### config.mk
export PLATFORM = sky130hd
export DESIGN_NAME = ln_row_sequencer_flat
export DESIGN_NICKNAME = d
export VERILOG_FILES = /design/src/rtl/ln_pkg.sv /design/src/rtl/ln_row_sequencer_if.sv /design/src/rtl/ln_row_buf.sv /design/src/rtl/ln_row_sequencer.sv /design/src/flat_wrapper.sv
export SDC_FILE = /design/constraint.sdc
export NUM_CORES = 1
export LEC_CHECK = 0
export ABC_AREA = 1
export CORE_MARGIN = 2
export CORE_UTILIZATION = 58
export CTS_BUF_LIST = sky130_fd_sc_hd__clkbuf_8
export DETAILED_ROUTE_END_ITERATION = 10
export PLACE_DENSITY = 0.82
export SLEW_MARGIN = 15
export SYNTH_ARGS = -nofsm -noshare
export SYNTH_HDL_FRONTEND = slang
export SYNTH_SLANG_ARGS = --single-unit
### constraint.sdc
create_clock -name i_clk -period 3.1 [get_ports i_clk]
set_clock_uncertainty 0.2 [all_clocks]
set_input_delay 0.465 -clock i_clk [delete_from_list [all_inputs] [get_ports i_clk]]
set_output_delay 0.465 -clock i_clk [all_outputs]
set_load 0.05 [all_outputs]
### src/rtl/ln_pkg.sv
// Shared LayerNorm definitions: datapath widths and the row sequencer state set.
package ln_pkg;

  localparam int unsigned DATA_W = 8;  // signed activation width
  localparam int unsigned EX_W   = 9;  // signed mean width from the Ex unit

  typedef enum logic [2:0] {
    LOAD,
    START,
    FEED,
    WAIT,
    REPLAY
  } state_t;

endpackage

### src/rtl/ln_row_sequencer_if.sv
// Handshake bundle of the LayerNorm row sequencer.
//   s_*     : input sample stream (valid/ready, data, end-of-row marker)
//   o_ex_*  : drive to the mean unit; i_ex_* : done pulse and mean back from it
//   m_*     : replay stream of (x, mean) pairs; o_err : one-cycle error pulse
// master is the sequencer's view, slave is the surrounding environment.
interface ln_row_sequencer_if;
  import ln_pkg::*;

  logic              s_valid;
  logic              s_ready;
  logic [DATA_W-1:0] s_data;
  logic              s_last;

  logic              o_ex_valid;
  logic [DATA_W-1:0] o_ex_x;
  logic              i_ex_done;
  logic [EX_W-1:0]   i_ex_mean;

  logic              m_valid;
  logic              m_ready;
  logic [DATA_W-1:0] m_x;
  logic [EX_W-1:0]   m_mean;
  logic              m_last;

  logic              o_err;

  modport master (
    input  s_valid, s_data, s_last, i_ex_done, i_ex_mean, m_ready,
    output s_ready, o_ex_valid, o_ex_x, m_valid, m_x, m_mean, m_last, o_err
  );

  modport slave (
    output s_valid, s_data, s_last, i_ex_done, i_ex_mean, m_ready,
    input  s_ready, o_ex_valid, o_ex_x, m_valid, m_x, m_mean, m_last, o_err
  );

endinterface

### src/rtl/ln_row_buf.sv
// Row buffer: N x DATA_W register file, one synchronous write port and one
// combinational read port. Storage is not reset.
//   i_clk              : clock
//   we, waddr, wdata   : write port
//   raddr -> rdata     : combinational read port
module ln_row_buf
  import ln_pkg::*;
#(
  parameter  int unsigned N  = 8,
  localparam int unsigned AW = $clog2(N)
) (
  input  logic              i_clk,
  input  logic              we,
  input  logic [AW-1:0]     waddr,
  input  logic [DATA_W-1:0] wdata,
  input  logic [AW-1:0]     raddr,
  output logic [DATA_W-1:0] rdata
);

  logic [DATA_W-1:0] mem [N];

  always_ff @(posedge i_clk) begin
    if (we) mem[waddr] <= wdata;
  end

  assign rdata = mem[raddr];

endmodule

### src/rtl/ln_row_sequencer.sv
// LayerNorm mean-path row sequencer: buffers one row of N samples, frames it
// for the mean unit (priming beat + N beats), captures the mean and replays
// the row as (x, mean) pairs.
//   i_clk, i_rstn : clock, asynchronous active-low reset
//   bus (master)  : input stream, mean-unit drive/return, replay stream, o_err
module ln_row_sequencer
  import ln_pkg::*;
#(
  parameter int unsigned N       = 8,
  parameter int unsigned TIMEOUT = 15
) (
  input  logic                 i_clk,
  input  logic                 i_rstn,
  ln_row_sequencer_if.master   bus
);

  localparam int unsigned AW = $clog2(N);
  localparam int unsigned CW = $clog2(TIMEOUT + 1);

  state_t            state;
  logic [AW-1:0]     idx;
  logic [CW-1:0]     wait_cnt;
  logic [EX_W-1:0]   mean_q;

  logic              s_ready_q;
  logic              ex_valid_q;
  logic [DATA_W-1:0] ex_x_q;
  logic              m_valid_q;
  logic [DATA_W-1:0] m_x_q;
  logic              m_last_q;
  logic              err_q;

  logic              s_acc;
  logic              last_idx;
  logic [AW-1:0]     rd_addr;
  logic [DATA_W-1:0] rd_data;

  assign s_acc    = bus.s_valid & s_ready_q;
  assign last_idx = (idx == AW'(N - 1));

  // Outputs are registered, so the buffer is read one beat ahead of idx.
  assign rd_addr = ((state == FEED) || (state == REPLAY)) ? idx + AW'(1) : '0;

  ln_row_buf #(.N(N)) u_buf (
    .i_clk (i_clk),
    .we    (s_acc),
    .waddr (idx),
    .wdata (bus.s_data),
    .raddr (rd_addr),
    .rdata (rd_data)
  );

  // Sequencer FSM with registered outputs.
  always_ff @(posedge i_clk or negedge i_rstn) begin
    if (!i_rstn) begin
      state      <= LOAD;
      idx        <= '0;
      wait_cnt   <= '0;
      mean_q     <= '0;
      s_ready_q  <= 1'b1;
      ex_valid_q <= 1'b0;
      ex_x_q     <= '0;
      m_valid_q  <= 1'b0;
      m_x_q      <= '0;
      m_last_q   <= 1'b0;
      err_q      <= 1'b0;
    end else begin
      // A done pulse is only meaningful while waiting for the mean.
      err_q <= bus.i_ex_done && (state != WAIT);
      case (state)
        LOAD: begin
          if (s_acc) begin
            if (bus.s_last != last_idx) err_q <= 1'b1;
            if (last_idx) begin
              idx        <= '0;
              state      <= START;
              s_ready_q  <= 1'b0;
              ex_valid_q <= 1'b1;
              ex_x_q     <= '0;
            end else begin
              idx <= idx + AW'(1);
            end
          end
        end
        START: begin
          state  <= FEED;
          ex_x_q <= rd_data;
        end
        FEED: begin
          if (last_idx) begin
            idx        <= '0;
            state      <= WAIT;
            ex_valid_q <= 1'b0;
            ex_x_q     <= '0;
            wait_cnt   <= '0;
          end else begin
            idx    <= idx + AW'(1);
            ex_x_q <= rd_data;
          end
        end
        WAIT: begin
          if (bus.i_ex_done) begin
            mean_q    <= bus.i_ex_mean;
            state     <= REPLAY;
            m_valid_q <= 1'b1;
            m_x_q     <= rd_data;
            m_last_q  <= 1'b0;
          end else if (wait_cnt == CW'(TIMEOUT - 1)) begin
            // Abort: drop the row, the mean unit has long since gone idle.
            err_q     <= 1'b1;
            state     <= LOAD;
            s_ready_q <= 1'b1;
            idx       <= '0;
          end else begin
            wait_cnt <= wait_cnt + CW'(1);
          end
        end
        REPLAY: begin
          if (m_valid_q && bus.m_ready) begin
            if (last_idx) begin
              idx       <= '0;
              state     <= LOAD;
              s_ready_q <= 1'b1;
              m_valid_q <= 1'b0;
              m_x_q     <= '0;
              m_last_q  <= 1'b0;
            end else begin
              idx      <= idx + AW'(1);
              m_x_q    <= rd_data;
              m_last_q <= (idx == AW'(N - 2));
            end
          end
        end
        default: state <= LOAD;
      endcase
    end
  end

  assign bus.s_ready    = s_ready_q;
  assign bus.o_ex_valid = ex_valid_q;
  assign bus.o_ex_x     = ex_x_q;
  assign bus.m_valid    = m_valid_q;
  assign bus.m_x        = m_x_q;
  assign bus.m_mean     = mean_q;
  assign bus.m_last     = m_last_q;
  assign bus.o_err      = err_q;

endmodule

### src/flat_wrapper.sv
// flat-port wrapper written by rule: the top's interface ports become plain ports
module ln_row_sequencer_flat import ln_pkg::*;
#(
  parameter int unsigned N       = 8,
  parameter int unsigned TIMEOUT = 15
)
  (i_clk, i_rstn, bus_s_valid, bus_s_data, bus_s_last, bus_i_ex_done, bus_i_ex_mean, bus_m_ready, bus_s_ready, bus_o_ex_valid, bus_o_ex_x, bus_m_valid, bus_m_x, bus_m_mean, bus_m_last, bus_o_err);
  ln_row_sequencer_if bus_i ();
  input  logic i_clk;
  input  logic i_rstn;
  input wire logic [$bits(bus_i.s_valid)-1:0] bus_s_valid;
  input wire logic [$bits(bus_i.s_data)-1:0] bus_s_data;
  input wire logic [$bits(bus_i.s_last)-1:0] bus_s_last;
  input wire logic [$bits(bus_i.i_ex_done)-1:0] bus_i_ex_done;
  input wire logic [$bits(bus_i.i_ex_mean)-1:0] bus_i_ex_mean;
  input wire logic [$bits(bus_i.m_ready)-1:0] bus_m_ready;
  output wire logic [$bits(bus_i.s_ready)-1:0] bus_s_ready;
  output wire logic [$bits(bus_i.o_ex_valid)-1:0] bus_o_ex_valid;
  output wire logic [$bits(bus_i.o_ex_x)-1:0] bus_o_ex_x;
  output wire logic [$bits(bus_i.m_valid)-1:0] bus_m_valid;
  output wire logic [$bits(bus_i.m_x)-1:0] bus_m_x;
  output wire logic [$bits(bus_i.m_mean)-1:0] bus_m_mean;
  output wire logic [$bits(bus_i.m_last)-1:0] bus_m_last;
  output wire logic [$bits(bus_i.o_err)-1:0] bus_o_err;
  assign bus_i.s_valid = bus_s_valid;
  assign bus_i.s_data = bus_s_data;
  assign bus_i.s_last = bus_s_last;
  assign bus_i.i_ex_done = bus_i_ex_done;
  assign bus_i.i_ex_mean = bus_i_ex_mean;
  assign bus_i.m_ready = bus_m_ready;
  assign bus_s_ready = bus_i.s_ready;
  assign bus_o_ex_valid = bus_i.o_ex_valid;
  assign bus_o_ex_x = bus_i.o_ex_x;
  assign bus_m_valid = bus_i.m_valid;
  assign bus_m_x = bus_i.m_x;
  assign bus_m_mean = bus_i.m_mean;
  assign bus_m_last = bus_i.m_last;
  assign bus_o_err = bus_i.o_err;
  ln_row_sequencer #(.N(N), .TIMEOUT(TIMEOUT)) u_core (.i_clk(i_clk), .i_rstn(i_rstn), .bus(bus_i));
endmodule
==> results, run 1 <==
- The largest fanout on the critical path is 24.
- The worst slew slack as a fraction of its limit is 43.4%.
- The flow ran to the end, but the final reports show violations.
- The initial core utilization is ~59%.
- Across the VDD grid, the largest voltage drop is approximately 0.00044 V.
- The post-CTS resize count is 0.
- The detailed router placed about 3200 vias in this run.
- During placement, the flow inserted port buffers numbering 52.
- The number of global-route vias before repair is roughly 3100.
- The startpoint identified for the worst register-to-register timing path is u_core.idx[0]$_DFFE_PN0P_.
- Yosys printed 0 warnings.
- The total DRC errors in the routed layout is 0.
- The I/O pin total is 53.
- Setup repair after global routing left no endpoint under its margin.
- The critical path is of the reg -> reg type.
- The first-pass detailed-route iteration total is 5.
- Measured along the y axis, the die boundary spans between 90 and 100 um.
- The post-CTS setup-driven buffer insertion count is 0.
- The register clock-pin slew on the reported worst setup and hold paths is roughly 100 ps.
- The detailed router's first-iteration violation count is between 200 and 250.
- The leakage power figure is 2.32 nW.
- The die is ~92 um wide.
- The gate family responsible for the most delay along the worst path is simple AND/OR/NAND/NOR gates.
- Across all register-to-register paths, the minimum setup slack is slightly above 500 ps.
- After detailed routing, the number of vias per cell comes to 5.50.
- The required time of the worst setup path is between 3000 and 4000 ps.
- Across the run, the number of max-cap violations was 0.
- The final layout net count is slightly above 500.
- For this run, the top clock speed supported by timing is 386 MHz.
- Synthesis instantiated 32 different standard cells from the library.
- After layout, the minimum clock period comes to ~2600 ps.
- The final reports fail on negative hold slack.
- In this run the clock root is driven by a sky130_fd_sc_hd__clkbuf_8.
- The count of endpoints failing setup in the final report is 0.
- The portion of the clock cycle consumed by the worst path in the final layout is a little over four fifths.
- For this design, the slowest cell found on the critical path is sky130_fd_sc_hd__dfrtp_1.
- The placeable core area is approximately 7600 sq um.
- The die covers 8510 sq um.
- TritonCTS created 9 clock buffers.
- Setup total negative slack on the finished layout was measured at 0 ps.
- In this run the critical register-to-register path is captured at u_core.bus.o_ex_x[3]$_DFFE_PN0P_.
- The post-synthesis instance area is 4510 sq um.
- Buffers inserted to repair hold after CTS numbered 0.
- The row count is 32.
- Traced cell by cell, the critical path runs through inv_2, ha_1, clkinv_1, nand2_4, nor2_1, nand2_1, nand3_1, nand2_1, nand2_1, nand2_1.
- Summed over its instances, the top area cell type makes up between 40 and 50% of the synthesized netlist area.
- Detailed placement ended at an HPWL of 6380 um.
- The post-synthesis cell type with the largest combined area is sky130_fd_sc_hd__edfxtp_1.
- For the worst setup path, the data arrival time is approximately 2700 ps.
- The maximum buffer depth of the clock tree is 2.
- Synthesis inferred approximately 100 register bits.
- In this design, the stage delay of the slowest critical-path cell is 580 ps.
- The cell count after synthesis came out at roughly 420.
- The number of antenna violations at the first check in global routing is 0.
- The mean cell area of the mapped netlist is around 11 sq um.
- The synthesized net count is between 400 and 500.
- The worst setup path is captured at a flip-flop.
- The number of routed nets with antenna violations is 0.
- CTS saw ~100 sinks.
- The transition time at the pin with the least slew margin is about 850 ps.
- After synthesis, the cell types taking the most area are sky130_fd_sc_hd__edfxtp_1 43%, sky130_fd_sc_hd__dfrtp_1 22%, sky130_fd_sc_hd__nand2_1 11%, sky130_fd_sc_hd__nand3_1 6.1%, sky130_fd_sc_hd__inv_1 2.2%.
- The total wire length is between 9000 and 10000 um.
- The pin count of the biggest net entering global routing is 41.
- The final hold violation count is 29.
- Global routing finished with a remaining overflow of 0.
- The number of buffers and inverters on the critical path is 2.
- The power per unit of standard cell area is just under 1000 nW/um^2.
- The routability congestion estimate from global placement is between 0.8 and 0.9.
- In the final routed layout, each cell accounts on average for about 16 um.
- The first global-routing pass estimated roughly 15000 um of wire.
- The count of H-tree levels built during CTS is 3.
- The final total power is 5.14 mW.
- Across all hold checks on the routed design, the worst slack comes to -6.82 ps.
- The critical path's most frequent cell is sky130_fd_sc_hd__nand2_1.
- The area growth from synthesis to layout is 18.2%.
- The number of cells on the worst reg-to-reg path is 10.
- For this run, the total global-route usage over all layers was measured as between 20% and 30%.
- In this run the worst setup path begins at u_core.idx[0]$_DFFE_PN0P_.
- The max-slew violation total from the final report is 0.
- The post-route netlist has 9.07% of its cells at a drive strength greater than 1.
- STA classifies the critical path startpoint as a flip-flop.
- 0 antenna diodes ended up in the layout.
- The share of the Yosys chip area taken by registers is between 60% and 70%.
- The class of the most critical hold timing path is in -> async.
- The clock latency on the worst-skew pair is about 370 ps.
- TritonCTS built the clock tree.
==> cell families (layout without fill, tap and decap cells) <==
logic type,after synthesis,in the layout,synth area share (%)
muxes,9,9,2.25
and+or+nand+nor,229,229,22.2
buffers and inverters,46,108,4.85
DFF,104,104,64.8
xor gates and xnor gates,2,2,0.388
adders and majority gates,5,5,1.39
AOI/OAI and AO/OA,28,28,4.16
==> layout make-up <==
cell class                      count  area, sq um
Tap cell                          102          128
Clock inverter                      7          100
Inverter                           34          128
Fill cell                         543         2310
Multi-Input combinational cell    273         1370
Sequential cell                   104         2920
Clock buffer                        9          124
Timing Repair Buffer               58          561
==> report_power, final <==
part / switching, mW / internal [mW] / leakage [nW]
logic: 1.58 / 0.712 / 1.10
registers: 0.153 / 1.76 / 1.11
clock network: 0.467 / 0.463 / 0.114
==> sequential cells by signal (all words and copies together), names as in the netlist <==
signal and cells:
u_core.bus.m_last 1, u_core.bus.m_mean 9, u_core.bus.m_valid 1, u_core.bus.m_x 8, u_core.bus.o_err 1, u_core.bus.o_ex_valid 1, u_core.bus.o_ex_x 8, u_core.bus.s_ready 1
u_core.idx 3, u_core.state 3, u_core.u_buf.mem 64, u_core.wait_cnt 4
==> worst max-delay path by stage <==
| stage | to | slack [ps] | cells past startpoint |
|---|---|---|---|
| 2_1_floorplan | u_core.bus.m_x[5]$_DFFE_PN0P_ | 930 | 12 |
| 3_3_place_gp | u_core.bus.o_ex_x[3]$_DFFE_PN0P_ | 680 | 10 |
| 3_5_place_dp | u_core.bus.o_ex_x[3]$_DFFE_PN0P_ | 570 | 10 |
| 4_1_cts | u_core.bus.o_ex_x[3]$_DFFE_PN0P_ | 560 | 10 |
| 5_1_grt | u_core.bus.m_x[7]$_DFFE_PN0P_ | 340 | 10 |
| 6_report | u_core.bus.o_ex_x[3]$_DFFE_PN0P_ | 510 | 10 |
==> per-layer routing <==
metal / vias up / global-route usage [%] / wire length [um]
li1: 1552 / - / -
met1: 1540 / 31.0 / 3990
met2: 121 / 39.6 / 4650
met3: 16 / 3.29 / 460
met4: 0 / 9.70 / 179
met5: - / 0 / 0
==> Yosys cell counts (all sizes together) <==
cell	instances
mux2	9
edfxtp	64
o2111ai	8
nand3	59
dfstp	1
o21ai	13
inv	32
o211ai	1
clkbuf	1
ha	5
buf	11
nand4	4
clkinv	2
o21a	1
nand2	136
nor3b	1
a21oi	3
dfrtp	39
o31ai	2
xor2	2
nor2	29
==> through the flow <==
stage / instances / util (%) / hold slack [ps] / setup WS, ps / instance area, sq um
after floorplan: 423 / - / -30.6 / 934 / 4510
after global routing: 587 / 69.8 / 60.4 / 337 / 5340
final: 587 / 69.8 / -6.82 / 509 / 5340
after CTS: 587 / 69.8 / 16.9 / 561 / 5340
after global placement: 571 / 66.8 / 256 / 682 / 5110
after detailed placement: 571 / 66.8 / 258 / 568 / 5110
==> placed cells by master, fill, tap and decap left out, types with 2 or more instances in the layout <==
| master | n |
|---|---|
| sky130_fd_sc_hd__nand3_1 | 55 |
| sky130_fd_sc_hd__nand2_4 | 3 |
| sky130_fd_sc_hd__nor2_2 | 2 |
| sky130_fd_sc_hd__nand4_1 | 4 |
| sky130_fd_sc_hd__clkbuf_8 | 9 |
| sky130_fd_sc_hd__inv_6 | 2 |
| sky130_fd_sc_hd__nand3_2 | 4 |
| sky130_fd_sc_hd__inv_2 | 5 |
| sky130_fd_sc_hd__edfxtp_1 | 64 |
| sky130_fd_sc_hd__o2111ai_1 | 8 |
| sky130_fd_sc_hd__o21ai_1 | 2 |
| sky130_fd_sc_hd__inv_1 | 28 |
| sky130_fd_sc_hd__mux2_2 | 2 |
| sky130_fd_sc_hd__clkinv_1 | 2 |
| sky130_fd_sc_hd__a21oi_1 | 2 |
| sky130_fd_sc_hd__o21ai_0 | 10 |
| sky130_fd_sc_hd__bufinv_16 | 2 |
| sky130_fd_sc_hd__dfrtp_1 | 39 |
| sky130_fd_sc_hd__o31ai_1 | 2 |
| sky130_fd_sc_hd__nor2_1 | 27 |
| sky130_fd_sc_hd__nand2_2 | 3 |
| sky130_fd_sc_hd__clkdlybuf4s50_1 | 51 |
| sky130_fd_sc_hd__xor2_1 | 2 |
| sky130_fd_sc_hd__ha_1 | 5 |
| sky130_fd_sc_hd__nand2_1 | 130 |
| sky130_fd_sc_hd__buf_4 | 6 |
| sky130_fd_sc_hd__mux2_1 | 7 |
No activity file was read; power rests on OpenSTA's default activity.
==> inputs of run 2 (changes only) <==
- clock period: 3.1 -> 2.4 ns (I/O delays scaled with it)
==> results, run 2 (synthesized netlist as in run 1, its figures left out) <==
- The most common cell after layout, fill and taps aside is sky130_fd_sc_hd__nand2_1.
- The average wire per standard cell came to 16.7 um (+5.4%).
- The portion of the clock cycle consumed by the worst path in the final layout is 95.6% (+12 points).
- The met1 usage is 33.1% (+2.1 points).
- The setup path with the least slack is of type reg -> reg.
- The final total power is 6.68 mW (+30%).
- The endpoint type of the worst setup path is a flip-flop.
- The wire length of the first global-routing pass was 15600 um (+3.0%).
- The leakage power figure is 2.35 nW (+1.1%).
- The final hold violation count is 0 (-100%).
- The max-slew violation total from the final report is 0 (unchanged).
- Walking the worst path, the cells encountered are ha_1, ha_1, inv_1, o21ai_0, o211ai_1, nand2_1, nand2_1.
- The tree is rooted in a sky130_fd_sc_hd__clkbuf_8.
- The count of input and output buffers is 52 (unchanged).
- The required time of the worst setup path is 2470 ps (-750 ps).
- TritonCTS built the clock tree.
- In this run the most used layer during global routing was met2.
- The I/O pin total is 53 (unchanged).
- The path depth of the worst reg2reg path came to 7 (-3).
- The total CTS buffers is 9 (unchanged).
- The filler-free cell count of the finished design is 594 (+1.2%).
- The number of clock sinks is 104 (unchanged).
- The all-layer global routing usage is 24.3% (+0.81 points).
- The core utilization of the finished layout was 70.3% (+0.54 points).
- The worst setup path is launched from a flip-flop.
- The worst hold path passes through 2 cells.
- The largest fanout on the critical path was 8 (-67%).
- The slowest stage of the critical path belongs to the cell sky130_fd_sc_hd__dfrtp_1.
- The filler cell count is 529 (-2.6%).
- The flow ran to the end, and the final reports show no timing, DRC or antenna violations.
- The via density per instance is 5.61 (+2.1%).
- The placeable core area came to 7650 sq um (unchanged).
- The detailed router's first-iteration violation count is 265 (+22%).
- The area growth from synthesis to layout is 19.1%.
- In the layout the commonest cells are 130 x sky130_fd_sc_hd__nand2_1, 64 x sky130_fd_sc_hd__edfxtp_1, 55 x sky130_fd_sc_hd__nand3_1.
- The met2 track demand over resource is 38.3% (-1.3 points).
- The initial core utilization was 59.0% (unchanged).
- The pin count of the biggest net entering global routing is 41 (unchanged).
- The data arrival time of the critical path is 2360 ps (-350 ps).
- u_core.u_buf.mem holds more flip-flops than any other register.
- The achievable frequency is 436 MHz (+13%).
- The fraction of layout cells with a size suffix above 1 is 10.4% (+1.3 points).
- The number of placed instances with taps included is 577 (+1.1%).
- The reported max-cap violation count was 0 (unchanged).
- The transition time at the pin with the least slew margin is 857 ps (+8.46 ps).
- The total DRC errors in the routed layout is 0 (unchanged).
- The routability congestion estimate from global placement is 0.902 (+3.1%).
- The count of H-tree levels built during CTS is 3 (unchanged).
- The count of endpoints failing setup in the final report is 0 (unchanged).
- The path class of the tightest hold or removal check is reg -> reg.
- The die extent in y is 92.2 um (unchanged).
- The first-pass detailed-route iteration total is 5 (unchanged).
- The number of routed nets with antenna violations is 0 (unchanged).
- The power per unit of standard cell area was 1240 nW/um^2 (+29%).
- The highest ir drop seen on vdd is 0.000525 V (+20%).
- The peak per-stage delay on the critical path was 440 ps (-140 ps).
- Setup repair after global routing left no endpoint under its margin.
- The horizontal extent of the die is 92.2 um (unchanged).
- The half-perimeter wire length of the detailed placement result is 6900 um (+8.2%).
- The full die area is 8510 sq um (unchanged).
- The antenna diode count is 0 (unchanged).
- The total vias in the final route came to 3335 (+3.3%).
- The flip-flop count of the largest register after layout is 64 (unchanged).
- The final setup TNS is 0 ps (unchanged).
- The maximum buffer depth of the clock tree is 2 (unchanged).
- The total wire length came to 9900 um (+6.7%).
- The post-CTS resize count is 0 (unchanged).
- The global route total overflow is 0 (unchanged).
- The row count is 32 (unchanged).
- The final layout net count is 515 (+1.4%).
- The shortest period the worst path allows is 2300 ps (-295 ps).
- The clock latency on the worst-skew pair is 370 ps (about the same).
- The number of antenna violations at the first check in global routing is 0 (unchanged).
- The register clock-pin slew on the reported worst setup and hold paths is 110 ps (about the same).
- The tightest hold margin is 291 ps (+298 ps).
- The number of global-route vias before repair came to 3059 (-0.098%).
- The global-route track usage on met3 came to 4.85% (+1.6 points).
- The worst slew slack as a fraction of its limit is 42.9% (-0.56 points).
==> run 2: cell count changes in the layout (fill, tap and decap cells not counted), sizes merged <==
cell | previous run | this run
dlygate4sd3 | 0 | 1
bufinv | 2 | 1
inv | 36 | 35
clkinv | 2 | 4
buf | 7 | 13
==> run 2: per-stage QoR <==
step           instance area [sq um]  worst slack [ps]
4_1_cts                         5380               114
6_report                        5380               104
2_1_floorplan                   4510               234
5_1_grt                         5380              14.5
3_3_place_gp                    5160               266
3_5_place_dp                    5160               202
==> run 2: cell type report <==
type / count / area (sq um) / share of cell area (%)
clock inverters: 7 / 86.3 / 1.61
repair buffers: 65 / 616 / 11.4
well taps: 102 / 128 / 2.37
clock buffers: 9 / 124 / 2.30
inverters: 34 / 128 / 2.37
flip-flops and latches: 104 / 2920 / 54.4
multi-input cells: 273 / 1370 / 25.5
==> run 2: final timing paths <==
path / startpoint / end / slack, ps
hold reg to reg: u_core.bus.o_ex_valid$_DFFE_PN0P_ / u_core.bus.o_ex_valid$_DFFE_PN0P_ / 290
max in group asynchronous: i_rstn / u_core.idx[2]$_DFFE_PN0P_ / 1030
hold / removal: u_core.bus.o_ex_valid$_DFFE_PN0P_ / u_core.bus.o_ex_valid$_DFFE_PN0P_ / 290
setup reg to reg: u_core.idx[1]$_DFFE_PN0P_ / u_core.bus.o_ex_x[1]$_DFFE_PN0P_ / 100
min in group asynchronous: i_rstn / u_core.bus.o_ex_valid$_DFFE_PN0P_ / 440
setup / recovery: u_core.idx[1]$_DFFE_PN0P_ / u_core.bus.o_ex_x[1]$_DFFE_PN0P_ / 100
==> run 2: what timing repair did <==
action	in CTS	in global routing
setup buffers	0	0
endpoints found under the setup margin	0	0
hold buffers	1	0
hold endpoints to repair	39	0
==> run 2: worst max-delay path, delay by kind of cell, from the launching register on <==
family	cells	cell delay, ps
DFF	1	440
and+or+nand+nor	2	260
adders and majority gates	2	450
buffers and inverters	1	170
AOI/OAI and AO/OA	2	680
==> run 2: metal layers <==
metal	vias up	part of all wire, %
met5	-	0
met4	0	3.5
met3	26	8.9
met2	179	47
met1	1574	41
li1	1556	-
==> run 2: power breakdown <==
group | switching [mW] | internal (mW) | leakage, nW
Clock | 0.641 | 0.505 | 0.105
Sequential | 0.181 | 2.28 | 1.11
Combinational | 2.11 | 0.961 | 1.13
==> inputs of run 3 (changes only) <==
- clock period: 2.4 -> 2.5 ns (I/O delays scaled with it)
==> results, run 3 (synthesized netlist as in run 1, its figures left out) <==
- The power per unit of standard cell area is 1180 nW/um^2 (-5.3%).
- The leakage power figure is 2.34 nW (-0.27%).
- The first-pass detailed-route iteration total is 5 (unchanged).
- The final layout net count is 514 (-0.19%).
- The fraction of layout cells with a size suffix above 1 is 10.2% (-0.18 points).
- The filler-free cell count of the finished design is 593 (-0.17%).
- The worst slew slack as a fraction of its limit was 43.7% (+0.80 points).
- The worst setup path is launched from a flip-flop.
- The clock latency on the worst-skew pair is 370 ps (about the same).
- The pin count of the biggest net entering global routing came to 41 (unchanged).
- The length of routed met2 wiring is 4550 um (-2.0%).
- The area growth from synthesis to layout is 18.8%.
- The run finished with clean final reports.
- The peak per-stage delay on the critical path is 790 ps (+350 ps).
- Based on the critical path, the design can be clocked at up to about 440 MHz.
- The register with the highest flop count is u_core.u_buf.mem.
- The count of endpoints failing setup in the final report is 0 (unchanged).
- The most common cell after layout, fill and taps aside is sky130_fd_sc_hd__nand2_1.
- The uppermost layer routed is met4.
- The horizontal extent of the die came to 92.2 um (unchanged).
- The average wire per standard cell came to 16.4 um (-1.8%).
- The post-CTS resize count is 0 (unchanged).
- The worst setup path is captured at an output port.
- The max-slew violation total from the final report is 0 (unchanged).
- The wire length of the first global-routing pass is 15600 um (+0.22%).
- The number of placed instances with taps included came to 575 (-0.35%).
- The final setup TNS is 0 ps (unchanged).
- The data arrival time of the critical path is 1710 ps (-650 ps).
- Traced cell by cell, the critical path runs through clkdlybuf4s50_1.
- The count of input and output buffers is 52 (unchanged).
- The area taken by flip-flops and latches is 2920 sq um (unchanged).
- The full die area came to 8510 sq um (unchanged).
- The reported max-cap violation count is 0 (unchanged).
- The routability congestion estimate from global placement was 0.872 (-3.4%).
- The total vias in the final route is 3292 (-1.3%).
- The placeable core area came to 7650 sq um (unchanged).
- The required time of the worst setup path is 1920 ps (-550 ps).
- The gate family responsible for the most delay along the worst path is buffers and inverters.
- The antenna diode count is 0 (unchanged).
- The number of antenna violations at the first check in global routing is 0 (unchanged).
- The number of clock sinks is 104 (unchanged).
- The buffer and inverter count on the worst path is 1 (unchanged).
- The met1 wire length is 4110 um (+2.1%).
- Dividing the final minimum period by the clock period gives 91.6%.
- The total wire length is 9710 um (-1.9%).
- The top cell types in the final layout, fill and taps aside, are 130 x sky130_fd_sc_hd__nand2_1, 64 x sky130_fd_sc_hd__edfxtp_1, 55 x sky130_fd_sc_hd__nand3_1.
- The detailed router's first-iteration violation count is 379 (+43%).
- The filler cell count is 546 (+3.2%).
- The number of routed nets with antenna violations is 0 (unchanged).
- The clock tree from TritonCTS is yes.
- The count of H-tree levels built during CTS came to 3 (unchanged).
- The setup path with the least slack is of type reg -> out.
- The all-layer global routing usage is 24.3% (-0.063 points).
- The total DRC errors in the routed layout was 0 (unchanged).
- The half-perimeter wire length of the detailed placement result is 6860 um (-0.56%).
- The total CTS buffers is 9 (unchanged).
- The die extent in y is 92.2 um (unchanged).
- The final hold violation count is 0 (unchanged).
- The number of global-route vias before repair is 3111 (+1.7%).
- The transition time at the pin with the least slew margin is 845 ps (-12.0 ps).
- The global route total overflow is 0 (unchanged).
- The row count is 32 (unchanged).
- Setup repair after global routing left no endpoint under its margin.
- The class of the most critical hold timing path is reg -> reg.
- The register clock-pin slew on the reported worst setup and hold paths is 100 ps (about the same).
- The area of the multi-input gates is 1370 sq um (unchanged).
- The maximum buffer depth of the clock tree was 2 (unchanged).
- The detailed route wirelength on metal3 is 748 um (-15%).
- The via density per instance is 5.55 (-1.1%).
- For this design, the slowest cell found on the critical path is sky130_fd_sc_hd__clkdlybuf4s50_1.
- The initial core utilization is 59.0% (unchanged).
- The flip-flop count of the largest register after layout is 64 (unchanged).
- The I/O pin total is 53 (unchanged).
- The highest ir drop seen on vdd came to 0.000559 V (+6.6%).
- After layout, the minimum clock period comes to ~2300 ps.
- The largest fanout on the critical path came to 3 (-5).
- Clock tree synthesis selected as its root buffer the cell sky130_fd_sc_hd__clkbuf_8.
run 3: timing repair:
item | in CTS | in global routing
endpoints found under the setup margin | 0 | 2
endpoints found under the hold margin | 39 | 0
hold buffers | 1 | 0
buffers inserted | 0 | 1
run 3: worst paths after layout:
kind / from / to / slack (ps) / cells past startpoint
setup reg to reg: u_core.idx[0]$_DFFE_PN0P_ / u_core.bus.o_ex_x[7]$_DFFE_PN0P_ / 290 / 9
hold reg to reg: u_core.bus.o_ex_valid$_DFFE_PN0P_ / u_core.bus.o_ex_valid$_DFFE_PN0P_ / 280 / 2
setup / recovery: u_core.bus.s_ready$_DFFE_PN1P_ / bus_s_ready / 210 / 1
hold / removal: u_core.bus.o_ex_valid$_DFFE_PN0P_ / u_core.bus.o_ex_valid$_DFFE_PN0P_ / 280 / 2
min in group asynchronous: i_rstn / u_core.bus.m_x[7]$_DFFE_PN0P_ / 440 / 2
max in group asynchronous: i_rstn / u_core.state[1]$_DFFE_PN0P_ / 1130 / 2
run 3: power by group:
group	internal, mW	leakage (nW)	switching [mW]
logic	0.913	1.13	1.98
registers	2.19	1.11	0.188
clock network	0.401	0.104	0.641
total	3.50	2.34	2.81
run 3: metrics by stage:
| step | hold slack [ps] | power [mW] | worst slack [ps] | utilization, % | cell area (sq um) |
|---|---|---|---|---|---|
| finish | 281 | 6.31 | 210 | 70.1 | 5360 |
| global route | 303 | 6.69 | 63.6 | 70.1 | 5360 |
| detailed placement | 257 | 5.25 | 192 | 67.2 | 5140 |
| floorplan | -121 | 4.40 | 334 | - | 4510 |
| global placement | 256 | 5.20 | 261 | 67.2 | 5140 |
| CTS | 283 | 6.27 | 175 | 70.0 | 5360 |
run 3: cell type report:
| type | count | share of cell area (%) |
|---|---|---|
| Clock buffer | 9 | 2.31 |
| Clock inverter | 7 | 1.52 |
| Inverter | 34 | 2.38 |
| Multi-Input combinational cell | 273 | 25.6 |
| Sequential cell | 104 | 54.5 |
| Tap cell | 102 | 2.38 |
| Timing Repair Buffer | 64 | 11.3 |
run 3: tightest hold or removal path: cells and delay by family, from the launching register on:
family        cells  cell delay, ps
flops             1             360
simple gates      2              90
run 3: layer usage:
metal / vias to the layer above / global-route usage (%)
met5: - / 0
met4: 0 / 11.6
met3: 22 / 4.77
met2: 156 / 37.9
met1: 1560 / 33.1
li1: 1554 / -
==> patch (config.mk and constraints of run 2) <==
Encoding of `state_t`: now one-hot (5 bits for 5 states).
--- a/src/rtl/ln_pkg.sv
+++ b/src/rtl/ln_pkg.sv
@@ -4,12 +4,12 @@
   localparam int unsigned DATA_W = 8;  // signed activation width
   localparam int unsigned EX_W   = 9;  // signed mean width from the Ex unit
 
-  typedef enum logic [2:0] {
-    LOAD,
-    START,
-    FEED,
-    WAIT,
-    REPLAY
+  typedef enum logic [4:0] {
+    LOAD   = 5'b00001,
+    START  = 5'b00010,
+    FEED   = 5'b00100,
+    WAIT   = 5'b01000,
+    REPLAY = 5'b10000
   } state_t;
 
 endpackage
Function: same outputs for any inputs over 10 cycles, from zero or initial values and one cycle with i_rstn low; not proved beyond that.
==> patch against run 2 <==
  * Routed wire length shrank 0.63%
  * Setup slack gained 0.0088 ns
  * Final area grew 1.6%
  * Critical path depth shrank 6
  * Via count grew 2.5%
  * Largest cell class unchanged
  * Sequential cell count grew 2
  * Area after synthesis grew 1.9%
  * Critical path type is now reg -> out
Power is not compared: it rests on default switching activity, and its combinational part moved more than twofold at a synthesized area within 25%.
==> patch: results (changes against run 2) <==
Run status
  • Status: complete, no violations (unchanged)

Placement
  • Placed cell area: 5260 sq um (was 5160 sq um)
  • Placed cells: 590 (was 577)
  • DP HPWL: 6810 um (was 6900 um)
  • Routability cong.: 1.01 (was 0.902)

Synth
  • Synthesized Nets: 463 (was 451)
  • Synth unique cells: 31 (was 32)
  • Synth async-reset ratio: 39.6% (was 38.5%)

Drt
  • Via Count: 3420 (was 3335)
  • Initial DRC count: 279 (was 265)

STA
  • Worst hold margin: 0.292 ns (was 0.291 ns)
  • Slew headroom: 58.2% (was 42.9%)

Worst setup path
  • CP delay by family, top: buffers and inverters (was compound AO/OA/AOI/OAI gates)
  • Critical Path AT: 1.73 ns (was 2.36 ns)
  • R2R depth: 10 (was 7)
  • Crit path from: u_core.bus.s_ready (was u_core.idx[1])
  • Reg-to-reg slack, setup: 0.26 ns (was 0.10 ns)
  • Setup crit end: bus_s_ready (was u_core.bus.o_ex_x[1])
  • Max stage delay on crit path: 0.79 ns (was 0.44 ns)
  • CP max FO: 3 (was 8)

Final layout
  • Layout Cells excl Fill: 607 (was 594)
  • Layout cell share with drive strength beyond 1: 11.7% (was 10.4%)
  • Fillers: 546 (was 529)
  • Final #Nets: 528 (was 515)

Global routing
  • Vias in the first global route: 3260 (was 3059)
  • GRT Total Usage: 24.0% (was 24.3%)
==> patch: cell types whose count changed in the layout (fill, tap and decap cells not counted), sizes merged, moves of 2 or more <==
| cell | before | now |
|---|---|---|
| nor3 | 0 | 3 |
| nand4 | 4 | 2 |
| buf | 13 | 15 |
| o31ai | 2 | 0 |
| or2 | 0 | 2 |
| inv | 35 | 41 |
| nand2 | 136 | 126 |
| nor2 | 29 | 38 |
| a21oi | 3 | 7 |
| xor2 | 2 | 0 |
| clkinvlp | 1 | 3 |
==> patch: cells by family (layout without fill, tap and decap cells) <==
group,Yosys count,count (layout),synth area share [%]
flip-flops,106,106,64.7
buffers and inverters,53,123,5.19
adder cells (fa/ha/maj),5,5,1.36
AO/OA/AOI/OAI,30,30,4.19
AND/OR/NAND/NOR,232,232,22.4
multiplexers,9,9,2.20
==> patch: area by class of cell <==
class | count | area (sq um) | area share (%)
flip-flops and latches | 106 | 2980 | 54.5
multi-input cells | 276 | 1390 | 25.5
repair buffers | 67 | 631 | 11.5
inverters | 40 | 150 | 2.75
well taps | 102 | 128 | 2.34
clock buffers | 9 | 124 | 2.27
clock inverters | 7 | 62.6 | 1.15
==> patch: power breakdown <==
part           switching, mW  total, mW  internal [mW]
combinational         0.0397     0.0744         0.0347
sequential          0.000206       1.94           1.94
clock                  0.640       1.03          0.392
==> patch: per-layer routing <==
| layer | GRT usage (%) | part of all wire, % | up-vias |
|---|---|---|---|
| li1 | - | - | 1596 |
| met1 | 31.8 | 42 | 1635 |
| met2 | 38.5 | 47 | 165 |
| met3 | 4.75 | 8.1 | 24 |
| met4 | 11.3 | 3.1 | 0 |
| met5 | 0 | 0 | - |
==> patch: repair_timing <==
item                                    CTS  global route
hold buffers                              1             0
gates resized for setup                   0             1
endpoints found under the setup margin    0             1
endpoints found under the hold margin    40             0
